**config.mk**
```make
export PLATFORM = sky130hd
export DESIGN_NAME = uart_rx_var_baud
export DESIGN_NICKNAME = d
export VERILOG_FILES = /design/src/rtl/uart_rx_var_baud.sv
export SDC_FILE = /design/constraint.sdc
export NUM_CORES = 1
export LEC_CHECK = 0
export BUFFER_PORTS_ARGS = -buffer_cell sky130_fd_sc_hd__buf_2
export CORE_UTILIZATION = 45
export CTS_BUF_LIST = sky130_fd_sc_hd__clkbuf_8 sky130_fd_sc_hd__clkbuf_16
export CTS_CLUSTER_SIZE = 24
export DETAILED_ROUTE_END_ITERATION = 8
export PLACE_DENSITY = 0.67
export SETUP_SLACK_MARGIN = 0.1
export SYNTH_ARGS = -nofsm -noshare
export SYNTH_HDL_FRONTEND = slang
export SYNTH_SLANG_ARGS = --single-unit
```
**constraint.sdc**
```tcl
create_clock -name i_Clk -period 8.5 [get_ports i_Clk]
set_input_delay 1.7 -clock i_Clk [delete_from_list [all_inputs] [get_ports i_Clk]]
set_output_delay 1.7 -clock i_Clk [all_outputs]
set_load 0.05 [all_outputs]
```
**src/rtl/uart_rx_var_baud.sv**
```systemverilog
// ============================================================================
// Module   : uart_rx_var_baud
// Function : 8N1 UART receiver with a runtime baud divisor, break handling and
//            an optional even-parity bit (enabled by macro UART_RX_PARITY_EN).
// Revision : 1.0 - initial release
// ============================================================================
`default_nettype none

module uart_rx_var_baud #(
  parameter int CNT_W    = 32,
  parameter int MIN_CLKS = 4
) (
  input  logic             i_Clk,
  input  logic             i_Reset,
  input  logic             i_Rx_Serial,
  input  logic [CNT_W-1:0] i_Clks_Per_Bit,
  output logic             o_Rx_DV,
  output logic [7:0]       o_Rx_Byte,
  output logic             o_Frame_Err,
`ifdef UART_RX_PARITY_EN
  output logic             o_Parity_Err,
`endif
  output logic             o_Busy
);

  localparam logic [2:0]       c_LAST_BIT = 3'd7;
  localparam logic [CNT_W-1:0] c_MIN_DIV  = CNT_W'(MIN_CLKS);

  typedef enum logic [2:0] {
    S_IDLE   = 3'd0,
    S_START  = 3'd1,
    S_DATA   = 3'd2,
    S_STOP   = 3'd3,
`ifdef UART_RX_PARITY_EN
    S_PARITY = 3'd5,
`endif
    S_BREAK  = 3'd4
  } state_t;

  state_t           r_state, w_state_nx;
  logic             r_rx_m, r_rx_s;
  logic [CNT_W-1:0] r_cnt, w_cnt_nx;
  logic [CNT_W-1:0] r_div, w_div_nx;
  logic [2:0]       r_idx, w_idx_nx;
  logic [7:0]       r_shift, w_shift_nx;
  logic [7:0]       r_byte, w_byte_nx;
  logic             r_dv, w_dv_nx;
  logic             r_fe, w_fe_nx;
`ifdef UART_RX_PARITY_EN
  logic             r_par, w_par_nx;
  logic             r_pe, w_pe_nx;
`endif

  logic [CNT_W-1:0] w_div_clamped;
  logic [CNT_W-1:0] w_half_m1;
  logic [CNT_W-1:0] w_full_m1;

  assign w_div_clamped = (i_Clks_Per_Bit < c_MIN_DIV) ? c_MIN_DIV : i_Clks_Per_Bit;
  assign w_half_m1     = (r_div >> 1) - 1'b1;
  assign w_full_m1     = r_div - 1'b1;

  always_ff @(posedge i_Clk) begin
    if (i_Reset) begin
      r_rx_m  <= 1'b1;
      r_rx_s  <= 1'b1;
      r_state <= S_IDLE;
      r_cnt   <= '0;
      r_div   <= '0;
      r_idx   <= '0;
      r_shift <= '0;
      r_byte  <= '0;
      r_dv    <= 1'b0;
      r_fe    <= 1'b0;
`ifdef UART_RX_PARITY_EN
      r_par   <= 1'b0;
      r_pe    <= 1'b0;
`endif
    end else begin
      r_rx_m  <= i_Rx_Serial;
      r_rx_s  <= r_rx_m;
      r_state <= w_state_nx;
      r_cnt   <= w_cnt_nx;
      r_div   <= w_div_nx;
      r_idx   <= w_idx_nx;
      r_shift <= w_shift_nx;
      r_byte  <= w_byte_nx;
      r_dv    <= w_dv_nx;
      r_fe    <= w_fe_nx;
`ifdef UART_RX_PARITY_EN
      r_par   <= w_par_nx;
      r_pe    <= w_pe_nx;
`endif
    end
  end

  always_comb begin
    w_state_nx = r_state;
    w_cnt_nx   = r_cnt + 1'b1;
    w_div_nx   = r_div;
    w_idx_nx   = r_idx;
    w_shift_nx = r_shift;
    w_byte_nx  = r_byte;
    w_dv_nx    = 1'b0;
    w_fe_nx    = 1'b0;
`ifdef UART_RX_PARITY_EN
    w_par_nx   = r_par;
    w_pe_nx    = 1'b0;
`endif
    case (r_state)
      S_IDLE: begin
        w_cnt_nx = '0;
        if (!r_rx_s) begin
          w_div_nx   = w_div_clamped;
          w_state_nx = S_START;
        end
      end
      S_START: begin
        // A start bit that is gone by mid-bit is line noise, not a frame.
        if (r_cnt == w_half_m1) begin
          w_cnt_nx   = '0;
          w_idx_nx   = '0;
          w_state_nx = r_rx_s ? S_IDLE : S_DATA;
        end
      end
      S_DATA: begin
        if (r_cnt == w_full_m1) begin
          w_cnt_nx          = '0;
          w_shift_nx[r_idx] = r_rx_s;
          if (r_idx == c_LAST_BIT) begin
`ifdef UART_RX_PARITY_EN
            w_state_nx = S_PARITY;
`else
            w_state_nx = S_STOP;
`endif
          end else begin
            w_idx_nx = r_idx + 1'b1;
          end
        end
      end
`ifdef UART_RX_PARITY_EN
      S_PARITY: begin
        if (r_cnt == w_full_m1) begin
          w_cnt_nx   = '0;
          w_par_nx   = r_rx_s;
          w_state_nx = S_STOP;
        end
      end
`endif
      S_STOP: begin
        // Leave at mid-stop so an immediately following start bit is caught.
        if (r_cnt == w_full_m1) begin
          w_cnt_nx = '0;
          if (r_rx_s) begin
            w_state_nx = S_IDLE;
`ifdef UART_RX_PARITY_EN
            if (^{r_shift, r_par}) begin
              w_pe_nx = 1'b1;
            end else begin
              w_byte_nx = r_shift;
              w_dv_nx   = 1'b1;
            end
`else
            w_byte_nx = r_shift;
            w_dv_nx   = 1'b1;
`endif
          end else begin
            w_fe_nx    = 1'b1;
            w_state_nx = S_BREAK;
          end
        end
      end
      S_BREAK: begin
        w_cnt_nx = '0;
        if (r_rx_s) begin
          w_state_nx = S_IDLE;
        end
      end
      default: begin
        w_cnt_nx   = '0;
        w_state_nx = S_IDLE;
      end
    endcase
  end

  assign o_Rx_DV      = r_dv;
  assign o_Rx_Byte    = r_byte;
  assign o_Frame_Err  = r_fe;
  assign o_Busy       = (r_state != S_IDLE);
`ifdef UART_RX_PARITY_EN
  assign o_Parity_Err = r_pe;
`endif

endmodule

`default_nettype wire

```
== Word level (Yosys, flattened, before mapping) ==
Index checks and enable logic that the tools add are counted.
Operators by class
  add/subtract/negate cells: 4
  magnitude comparators: 3
  equality and inequality tests: 14
  mux-type cells: 22
  bitwise operators: 3
  reduce and logical (&&, ||, !) cells: 11
Operator list (count)
  32-bit two-way mux: 3
  32-bit equality test: 2
  32-bit one-hot mux with 2 select lines: 1
  32-bit by 1-bit adder with 32-bit output (second input constant): 1
  32-bit by 3-bit < comparator with 1-bit output (second input constant): 1
  31-bit by 1-bit subtractor with 32-bit output (second input constant): 1
  32-bit by 1-bit subtractor with 32-bit output (second input constant): 1
  3-bit two-way mux: 10
  3-bit one-hot mux with 5 select lines: 1
  2-bit inequality test (second input constant): 7
  8-bit bitwise mux: 1
  3-bit by 2-bit equality test with 1-bit output (second input constant): 2
  3-bit equality test (second input constant): 2
  3-bit one-hot mux with 2 select lines: 1
  6-bit AND reduction: 1
  3-bit by 4-bit < comparator with 1-bit output (second input constant): 1
  2-bit AND reduction: 2
  4-bit AND reduction: 1
  3-bit by 1-bit adder with 3-bit output (second input constant): 1
  1-bit demux with 3-bit select: 1
  3-bit by 1-bit equality test with 1-bit output (second input constant): 1
  3-bit by 1-bit >= comparator with 1-bit output (second input constant): 1
  3-bit zero test: 1
  1-bit two-way mux: 3
  other kinds (8): 10
Word-level totals
  register bits: 90

== Logic depth before layout (Yosys ltp) ==
Gate-level depths: netlist of run 1.
  depth in word-level cells: 5
  depth in mapped cells: 13
  gate-level depth less buffers: 11

== Least setup slack after synthesis of run 1 ==
No wires, ideal clock.
  path type: register to register
  start point: register r_div[0]
  end point: register r_idx[0]
  arrival time: 3341 ps
  data required time: 8377 ps
  slack: 5035 ps
  cell stages (with the launch flop): 12
  path buffers: 0
  clock period less this slack: 3465 ps
  cell sequence: dfxtp_1 > inv_1 > ha_1 > or3b_4 > or3_1 > a2111oi_2 > o2111ai_1 > or4_1 > or4_4 > nor2_2 > o2bb2ai_2 > mux2_1
Between the ends
  longest elaborated chain between the ends: 4
Ends and longest elaborated chain
  start, declared: RTL line 43  | logic [CNT_W-1:0] r_div, w_div_nx;
  start signal, assigned: RTL line 83  | r_div <= w_div_nx;
  32-bit by 1-bit subtractor with 32-bit output: RTL line 60  | assign w_full_m1 = r_div - 1'b1;
  32-bit equality test: RTL line 126  | if (r_cnt == w_full_m1) begin
  2-bit inequality test (no line)
  4-bit AND reduction (no line)
  end signal, assigned: RTL line 84  | r_idx <= w_idx_nx;
  end, declared: RTL line 44  | logic [2:0] r_idx, w_idx_nx;
No other way between the ends.
A chain may end at the register's enable or synchronous reset.

== Worst setup path in the final report of run 1 ==
  start point: register r_div[10]
  end point: register r_cnt[17]
Between the ends
  longest elaborated chain between the ends: 4
  elaborated cells between the ends (all ways): 7
  classes of those cells: 2 x add/sub; 2 x eq/ne; 3 x mux
Ends and longest elaborated chain
  32-bit by 1-bit subtractor with 32-bit output or 31-bit by 1-bit subtractor with 32-bit output (tied branches): RTL line 60, 59
  32-bit equality test (on tied branches): RTL line 126, 151, 119
  32-bit two-way mux (on tied branches): RTL line 126, 151, 119
  32-bit one-hot mux with 2 select lines (*): RTL line 109  | case (r_state)
  end signal, assigned: RTL line 82  | r_cnt <= w_cnt_nx;
  end, declared: RTL line 42  | logic [CNT_W-1:0] r_cnt, w_cnt_nx;
Every way passes the cells marked *; elsewhere a longest branch is shown, timed or not.

==> run_results.csv, run 1 <==
group,metric,value,unit
clock_tree,post_cts_buffers,0,
route,vias,5599,
sta,tightest_slew,1.14,ns
route,drt_iter0_markers,460,
job,drv_cap,0,
critical_path,end_kind,"flip-flop",
finish,fillers,1299,
sta,period_share,54.7,%
logic_synthesis,yosys.cell_count.top_type,"nand2_1",
clock_tree,cts_resized,0,
placement,portBuffers,45,
logic_synthesis,yosysUniqueCellTypes,66,
logic_synthesis,syn_nets,820,
clock_tree,clockBufferDepth,2,
grt,grt-ovfl-total,0,
sta,layout_setup_ws,3.85,ns
power_and_ir_drop,power_density,162,nW/um2
logic_synthesis,syn_area_per_cell,7.58,um2
finish,diodes,0,
logic_synthesis,synth_flop_cell,"dfxtp_1",
clock_tree,cts.sinks,90,
power_and_ir_drop,peakVddDrop,92.9,uV
clock_tree,htree_levels,3,
die,die_h,117,um
critical_path,cp_data_arrival_time,4.84,ns
logic_synthesis,seq_area_frac_synth,30.5,%
die,dieWidth,117,um
sta,min_period,4.65,ns
critical_path,cp_max_fo,32,
placement,place_inst,932,
hold_path,min_path_type,"reg2reg",
grt,grt_pass1_vias,5242,
status,status,"completed",
finish,fin_cells,948,
route,wire_per_inst,17.7,um
route,ant_nets,0,
finish,syn_to_final_growth,8.08,%
die,pin_count,46,
sta,setup_violations,0,
logic_synthesis,synth_compound_area_share,13.6,%
logic_synthesis,synthArstFlopShare,0,%
critical_path,path_class,"reg2reg",
logic_synthesis,synth_area_leaders,"dfxtp_1 30%, xnor2_1 9.8%, xor2_1 6.8%, nand2_1 6.6%, a21oi_1 4.6%",
grt,grt_max_degree,58,
route,wl,16800,um
grt,antenna_found_initial,0,
die,rows,41,
finish,final_nets,811,
placement,dp_hpwl,12700,um
finish,drive_above_1_share,11.3,%
clock_tree,cts-buffers-inserted,9,
die,die_area,13600,um2
placement,globalplace.congestion,0.894,
sta,relSlewSlack,24.0,%
die,core_area,12700,um2
critical_path,required,8.69,ns
sta,setup_tns,0,ns
sta,maxSlewViolCount,0,
finish,regArea,1800,um2
die,start_util,46.5,%
logic_synthesis,yosysTopAreaCellShare,30.5,%
logic_synthesis,yosysTopAreaCell,"dfxtp_1",
critical_path,rrSetupSlack,3.85,ns
sta,timing_hold_violations_final,0,
route,routed_via_density,5.91,
clock_tree,cts_tree,"built",
logic_synthesis,synthAdderAreaFrac,1.06,%
logic_synthesis,synth_area,5910,um2
placement,place_ws,3.88,ns
sta,fin_skew,0.00916,ns
logic_synthesis,synth_top_family_by_area,"simple AND/OR/NAND/NOR gates",
clock_tree,cts_root_buf,"clkbuf_16",
logic_synthesis,synth-edff-count,0,
logic_synthesis,synth_mux_area_share,1.38,%
finish,multi_input_area,3810,um2
sta,rsz0062_at_grt,"no",
route,drc,0,
grt,grt_first_pass_wirelength,27100,um
power_and_ir_drop,leakagePower,2.32,nW
sta,fmax,0.215,GHz
logic_synthesis,synth-simple-area-share,31.6,%
clock_tree,clk_latency,0.35,ns
clock_tree,path_clk_slew,0.07,ns
clock_tree,hold_buffers,0,
logic_synthesis,ys_top_cells_by_count,"104 x nand2_1, 90 x dfxtp_1, 66 x xnor2_1, 54 x a21oi_1, 53 x clkbuf_1",
logic_synthesis,ys_ff_latch,90,
logic_synthesis,synth_xor_area_share,16.6,%
route,dr.pass1.iters,5,
grt,track_usage,26.2,%
critical_path,startpoint_type,"flip-flop",
logic_synthesis,netlist_instances,780,
logic_synthesis,synth_warnings,0,
## power breakdown
group	switching (mW)	internal (mW)	total, mW	leakage [nW]
registers	0.0156	0.428	0.443	0.727
logic	0.128	0.0858	0.213	1.45
clock network	0.176	0.201	0.377	0.139
total	0.319	0.714	1.03	2.32
## cell families (layout without fill, tap and decap cells)
group / after synthesis / after routing
AO/OA/AOI/OAI: 125 / 125
XOR/XNOR: 112 / 112
adder cells (fa/ha/maj): 5 / 5
buffers and inverters: 79 / 75
flip-flops: 90 / 90
multiplexers: 8 / 8
AND/OR/NAND/NOR: 361 / 361
## metrics by stage
| step | power (mW) | util, % | instance area, um2 | hold slack (ns) |
|---|---|---|---|---|
| floorplan | 0.606 | - | 5910 | 0.389 |
| global placement | 0.661 | 48.0 | 6110 | 0.395 |
| detailed placement | 0.662 | 48.0 | 6110 | 0.398 |
| CTS | 1.04 | 50.2 | 6390 | 0.423 |
| global route | 1.08 | 50.2 | 6390 | 0.463 |
| finish | 1.03 | 50.2 | 6390 | 0.422 |
## worst max-delay path, cell delays in order (launching register included)
cell	delay, ns
dfxtp_1	0.41
or4_1	0.67
nor4_1	0.75
nor4bb_1	0.39
xnor2_1	0.16
nand4_1	0.12
nor3_1	0.20
nand4_1	0.85
a22oi_2	0.43
buf_4	0.39
nor3_1	0.11
## cell type report
cell class / count / area share [%]
Clock buffer: 9 / 3.52
Clock inverter: 7 / 0.842
Inverter: 11 / 0.646
Multi-Input combinational cell: 611 / 59.6
Sequential cell: 90 / 28.2
Tap cell: 172 / 3.37
Timing Repair Buffer: 48 / 3.88
## registers in the layout, indices dropped and copies added (netlist names)
register and count:
r_cnt 32, r_div 32, o_Rx_Byte 8, r_shift 8, r_idx 3, r_state 3, o_Frame_Err 1, o_Rx_DV 1
r_rx_m 1, r_rx_s 1
## routing by layer
| layer | GRT usage, % | wire [um] | vias up |
|---|---|---|---|
| met4 | 14.1 | 604 | 0 |
| met2 | 41.6 | 7720 | 184 |
| li1 | - | - | 2733 |
| met5 | 0 | 0 | - |
| met3 | 3.27 | 933 | 36 |
| met1 | 34.8 | 7560 | 2646 |
## final timing paths
path / cells past startpoint / start / to
worst max-delay path: 10 / r_div[10] / r_cnt[17]
worst min-delay path: 1 / r_rx_m / r_rx_s
worst min register to register: 1 / r_rx_m / r_rx_s
worst max register to register: 10 / r_div[10] / r_cnt[17]
## placed cells by master, fill, tap and decap left out, types with 22 or more instances in the layout
cell and instances:
nor3_1 51, dfxtp_1 90, nor2_1 44, nand4_1 23, xnor2_1 66, nor4_1 33, a21oi_1 54, o21ai_0 22
nand2_1 104, nand3_1 33, buf_2 45, xor2_1 46
Note: power is estimated with default switching activity, not from simulation.
==> inputs of run 2 (changes only) <==
- ABC_AREA: unset -> 1
- PLACE_DENSITY: 0.67 -> 0.66
- clock period: 8.5 -> 4.65 ns (I/O delays scaled with it)
==> run 2 against run 1 <==
  * Cell count is 47% higher
  * Power grew to 3.8 times the previous value
  * Via count is 28% higher
  * Routed wire length up 30%
  * Sequential power is 110% higher
  * First-iteration DRC count up 29%
  * Global-route usage is 1.5 points higher
  * Fmax rose by 39%
  * Flip-flop and latch count unchanged
==> run_results.csv, run 2 <==
group,metric,value,unit
logic_synthesis,synth_mux_area_share,0,%
finish,diodes,0,
die,rows,45,
die,dieWidth,128,um
critical_path,cp_data_arrival_time,3.57,ns
route,dr.pass1.iters,6,
clock_tree,hold_buffers,0,
finish,fillers,1600,
job,drv_cap,0,
clock_tree,clockBufferDepth,2,
critical_path,slowest_stage,"buf_4",
sta,maxSlewViolCount,0,
logic_synthesis,synth_flop_cell,"dfxtp_1",
critical_path,cp_num_buf_inv,3,
finish,multi_input_area,4660,um2
power_and_ir_drop,peakVddDrop,219,uV
placement,globalplace.congestion,1.00,
route,wire_per_inst,15.8,um
finish,final_nets,1214,
critical_path,crit_path_max_incr_delay,0.43,ns
sta,relSlewSlack,41.3,%
sta,setup_tns,0,ns
grt,top_usage_layer,"met2",
power_and_ir_drop,sw_frac_of_total,51.4,%
finish,post-route-cell-area,7760,um2
route,drt_iter0_markers,592,
finish,final_common_cell,"nand2_1",
clock_tree,clk_latency,0.36,ns
grt,grt_first_pass_wirelength,34600,um
logic_synthesis,synth_top_family_by_area,"simple AND/OR/NAND/NOR gates",
logic_synthesis,seq_area_frac_synth,25.2,%
logic_synthesis,synthArstFlopShare,0,%
route,vias,7188,
logic_synthesis,ys_top_cells_by_count,"279 x nand2_1, 215 x nor2_1, 129 x inv_1, 90 x dfxtp_1, 81 x nand3_1",
logic_synthesis,ys_ff_latch,90,
grt,grt-ovfl-total,0,
route,drc,0,
power_and_ir_drop,leakagePower,3.63,nW
die,die_h,128,um
die,start_util,46.6,%
hold_path,min_path_type,"reg2reg",
critical_path,cp_cell_sequence,"inv_1 -> ha_1 -> inv_1 -> nor2_2 -> nand2_1 -> nor2_2 -> nand3_1 -> nand2_1 -> nand2_1 -> nand2_1 -> nand2_1 -> nor2_1 -> nand2_1 -> nor2_2 -> nand3_4 -> nand2_1 -> nand2_2 -> o21ai_4 -> buf_4 -> nor2_1",
finish,regArea,1800,um2
clock_tree,cts.sinks,90,
grt,grtUsageMet3,4.80,%
sta,layout_setup_ws,1.31,ns
grt,track_usage,27.7,%
critical_path,required,4.88,ns
die,pin_count,46,
sta,rsz0062_at_grt,"no",
clock_tree,cts_root_buf,"clkbuf_16",
logic_synthesis,synthAdderAreaFrac,0.874,%
critical_path,end_kind,"flip-flop",
clock_tree,cts_resized,0,
power_and_ir_drop,switching_power,2.01,mW
logic_synthesis,synth_warnings,0,
die,core_area,15400,um2
logic_synthesis,syn_area_per_cell,6.22,um2
power_and_ir_drop,power,3.91,mW
sta,fmax,0.300,GHz
critical_path,path_class,"reg2reg",
grt,antenna_found_initial,0,
logic_synthesis,synth_xor_area_share,11.9,%
finish,syn_to_final_growth,8.46,%
clock_tree,post_cts_buffers,0,
finish,final_cell_mix,"279 x nand2_1, 215 x nor2_1, 129 x inv_1, 90 x dfxtp_1, 81 x nand3_1",
sta,setup_violations,0,
power_and_ir_drop,power_frac_comb,57.3,%
critical_path,cp_max_fo,32,
critical_path,cp_common_cell,"nand2_1",
route,ant_nets,0,
route,routed_via_density,5.17,
sta,tightest_slew,0.880,ns
logic_synthesis,synth_compound_area_share,7.48,%
logic_synthesis,yosys.cell_count.top_type,"nand2_1",
logic_synthesis,yosysTopAreaCellShare,25.2,%
sta,timing_hold_violations_final,0,
clock_tree,path_clk_slew,0.07,ns
critical_path,crit_family,"simple AND/OR/NAND/NOR gates",
critical_path,startpoint_type,"flip-flop",
placement,dp_hpwl,17800,um
power_and_ir_drop,p_int,1.90,mW
logic_synthesis,netlist_instances,1151,
grt,grt_pass1_vias,6484,
power_and_ir_drop,power_frac_clock,19.0,%
finish,drive_above_1_share,12.2,%
sta,fin_skew,0.00669,ns
logic_synthesis,yosysUniqueCellTypes,44,
route,wl,21900,um
power_and_ir_drop,power_density,503,nW/um2
status,status,"completed",
logic_synthesis,syn_nets,1191,
placement,placed_area,7470,um2
clock_tree,cts-buffers-inserted,9,
placement,place_ws,1.36,ns
grt,grt_use_met2,42.8,%
placement,portBuffers,45,
logic_synthesis,yosysTopAreaCell,"dfxtp_1",
grt,grt_max_degree,55,
power_and_ir_drop,power_frac_seq,23.7,%
logic_synthesis,synth_area,7160,um2
logic_synthesis,synth-edff-count,0,
clock_tree,cts_tree,"built",
clock_tree,htree_levels,3,
sta,min_period,3.34,ns
logic_synthesis,synth-simple-area-share,44.8,%
die,die_area,16400,um2
sta,period_share,71.8,%
finish,largest_registers,"r_cnt x32, r_div x32",
grt,use_met1,37.5,%
logic_synthesis,synth_area_leaders,"dfxtp_1 25%, nand2_1 15%, nor2_1 11%, xor2_1 7.6%, inv_1 6.8%",
run 2: power groups by stage:
stage	clock, mW	sequential, mW	combinational (mW)
6_report	0.744	0.925	2.24
5_1_grt	0.785	0.932	2.50
4_1_cts	0.761	0.923	2.19
3_5_place_dp	0	0.941	2.18
3_3_place_gp	0	0.941	2.18
2_1_floorplan	0	0.899	1.70
run 2: kinds of logic (layout without fill, tap and decap cells):
family / count (synthesis) / count (layout)
xor gates and xnor gates: 93 / 93
DFF: 90 / 90
and+or+nand+nor: 709 / 709
AOI/OAI and AO/OA: 83 / 83
adders and majority gates: 5 / 5
buffers and inverters: 171 / 199
run 2: through the flow:
step	instances	hold slack, ns	utilization [%]
floorplan	1151	0.389	-
global placement	1374	0.391	48.6
detailed placement	1374	0.398	48.6
CTS	1390	0.415	50.5
global route	1390	0.427	50.5
finish	1390	0.412	50.5
run 2: worst register-to-register path, cell delays in order, from the launching register on:
cell and delay (ns):
dfxtp_1 0.31, inv_1 0.16, ha_1 0.30, inv_1 0.08, nor2_2 0.12, nand2_1 0.13
nor2_2 0.32, nand3_1 0.14, nand2_1 0.10, nand2_1 0.05, nand2_1 0.05, nand2_1 0.10
nor2_1 0.10, nand2_1 0.07, nor2_2 0.20, nand3_4 0.15, nand2_1 0.10, nand2_2 0.08
o21ai_4 0.11, buf_4 0.43, nor2_1 0.11
run 2: area by class of cell:
type / instances / share of cell area [%]
clock inverter: 7 / 0.870
inverter: 136 / 6.57
clock buffer: 9 / 2.90
sequential: 90 / 23.2
timing repair buffer: 47 / 3.09
multi-input combinational: 890 / 60.0
tap: 211 / 3.40
run 2: worst paths after layout:
path             from        end  slack [ns]  cells past startpoint
max          r_div[1]  r_cnt[14]        1.31                     20
min            r_rx_m     r_rx_s        0.41                      1
max reg2reg  r_div[1]  r_cnt[14]        1.31                     20
min reg2reg    r_rx_m     r_rx_s        0.41                      1
run 2: layer usage:
metal	part of all wire, %	up-vias
met4	4.1	0
met2	43	233
li1	-	3682
met5	0	-
met1	47	3219
met3	5.8	54
==> inputs of run 3 (changes only) <==
- clock period: 4.65 -> 3.4 ns (I/O delays scaled with it)
==> run 3 against run 2 <==
  * Utilization is 1.2 points higher
  * Final area is 2.4% higher
  * Flip-flop and latch count stayed put
  * Critical endpoint is now r_cnt[20]
  * Critical path type unchanged
  * Clock power is 37% higher
==> run_results.csv, run 3 (synthesized netlist as in run 2, its figures left out) <==
group,metric,value,unit
power_and_ir_drop,peakVddDrop,303,uV
sta,maxSlewViolCount,0,
route,ant_nets,0,
sta,setup_tns,0,ns
route,drt_iter0_markers,722,
power_and_ir_drop,leakagePower,3.71,nW
critical_path,cp_data_arrival_time,3.40,ns
route,vias,7217,
grt,grt_pass1_vias,6285,
job,drv_cap,0,
finish,final_common_cell,"nand2_1",
finish,final_nets,1224,
grt,grt_max_degree,41,
grt,grt_first_pass_wirelength,34700,um
route,wire_per_inst,16.2,um
clock_tree,cts_root_buf,"clkbuf_16",
route,routed_via_density,5.16,
clock_tree,cts_tree,"built",
finish,final_cell_mix,"277 x nand2_1, 213 x nor2_1, 128 x inv_1, 90 x dfxtp_1, 81 x nand3_1",
clock_tree,clk_latency,0.36,ns
finish,syn_to_final_growth,11.1,%
clock_tree,htree_levels,3,
route,wl,22700,um
placement,globalplace.congestion,0.999,
critical_path,startpoint_type,"flip-flop",
sta,tightest_slew,0.766,ns
placement,portBuffers,45,
critical_path,end_kind,"flip-flop",
sta,setup_violations,0,
finish,final_util,51.7,%
finish,largest_registers,"r_cnt x32, r_div x32",
critical_path,path_class,"reg2reg",
finish,drive_above_1_share,13.7,%
sta,timing_hold_violations_final,0,
die,die_area,16400,um2
sta,min_period,3.15,ns
clock_tree,hold_buffers,0,
die,dieWidth,128,um
clock_tree,clockBufferDepth,2,
critical_path,cp_max_fo,8,
clock_tree,cts-buffers-inserted,9,
grt,track_usage,28.0,%
critical_path,required,3.65,ns
sta,hold_slack,0.415,ns
sta,rsz0062_at_grt,"no",
grt,grt-ovfl-total,0,
sta,period_share,92.7,%
sta,fmax,0.317,GHz
critical_path,crit_path_max_incr_delay,0.51,ns
clock_tree,cts.sinks,90,
hold_path,min_path_type,"reg2reg",
clock_tree,path_clk_slew,0.08,ns
critical_path,slowest_stage,"nor2_1",
die,start_util,46.6,%
power_and_ir_drop,power_density,694,nW/um2
finish,diodes,0,
die,core_area,15400,um2
status,status,"completed",
route,drc,0,
route,dr.pass1.iters,6,
sta,fin_skew,0.00978,ns
placement,dp_hpwl,18000,um
die,pin_count,46,
die,die_h,128,um
finish,fillers,1577,
critical_path,cp_common_cell,"nand2_1",
critical_path,cp_cell_sequence,"nor2_4 -> nand3_1 -> nor2_1 -> nand2_1 -> xor2_1 -> nand2_1 -> inv_1 -> nand2_1 -> nor2_1 -> nand2_1 -> nor2_1 -> nor2_2 -> inv_1 -> nand2_2 -> o21ai_4 -> clkbuf_16 -> nor2_2",
grt,antenna_found_initial,0,
sta,relSlewSlack,48.5,%
die,rows,45,
[run 3: worst max-delay path, delay by kind of cell (launching register included)]
kind	cells	cell delay [ns]
flip-flops	1	0.39
AND/OR/NAND/NOR	12	1.79
XOR/XNOR	1	0.16
AO/OA/AOI/OAI	1	0.30
buffers and inverters	3	0.38
[run 3: area by class of cell]
type / count / area [um2] / share of cell area, %
multi-input cells: 890 / 4730 / 59.5
flip-flops and latches: 90 / 1800 / 22.7
inverters: 136 / 510 / 6.42
repair buffers: 57 / 349 / 4.39
well taps: 211 / 264 / 3.32
clock buffers: 9 / 225 / 2.83
clock inverters: 7 / 70.1 / 0.881
[run 3: worst paths after layout]
| path | slack, ns | to | cells past startpoint | start |
|---|---|---|---|---|
| worst max-delay path | 0.25 | r_cnt[20] | 17 | r_div[4] |
| worst min-delay path | 0.42 | r_rx_s | 1 | r_rx_m |
| worst max register to register | 0.25 | r_cnt[20] | 17 | r_div[4] |
| worst min register to register | 0.42 | r_rx_s | 1 | r_rx_m |
[run 3: repair_timing]
item,in CTS,in global routing
setup buffers,0,1
gates resized for setup,0,16
setup endpoints to repair,0,52
[run 3: through the flow]
| stage | area, um2 | setup slack [ns] | cells | power, mW |
|---|---|---|---|---|
| floorplan | 7160 | 0.870 | 1151 | 3.56 |
| global placement | 7540 | 0.261 | 1381 | 4.36 |
| detailed placement | 7540 | 0.269 | 1381 | 4.32 |
| CTS | 7830 | 0.237 | 1397 | 5.36 |
| global route | 7950 | 0.110 | 1400 | 5.92 |
| finish | 7950 | 0.248 | 1400 | 5.52 |
[run 3: where the power goes]
group          leakage [nW]  switching (mW)  internal [mW]
clock                 0.141           0.507          0.516
sequential            0.729           0.130           1.13
combinational          2.84            2.21           1.03
total                  3.71            2.85           2.67
[run 3: layer usage]
layer | part of all wire (%) | up-vias | track usage [%]
met5 | 0 | - | 0
met4 | 3.9 | 0 | 12.1
met3 | 6.4 | 47 | 3.46
met2 | 44 | 270 | 44.0
met1 | 46 | 3206 | 38.4
li1 | - | 3694 | -
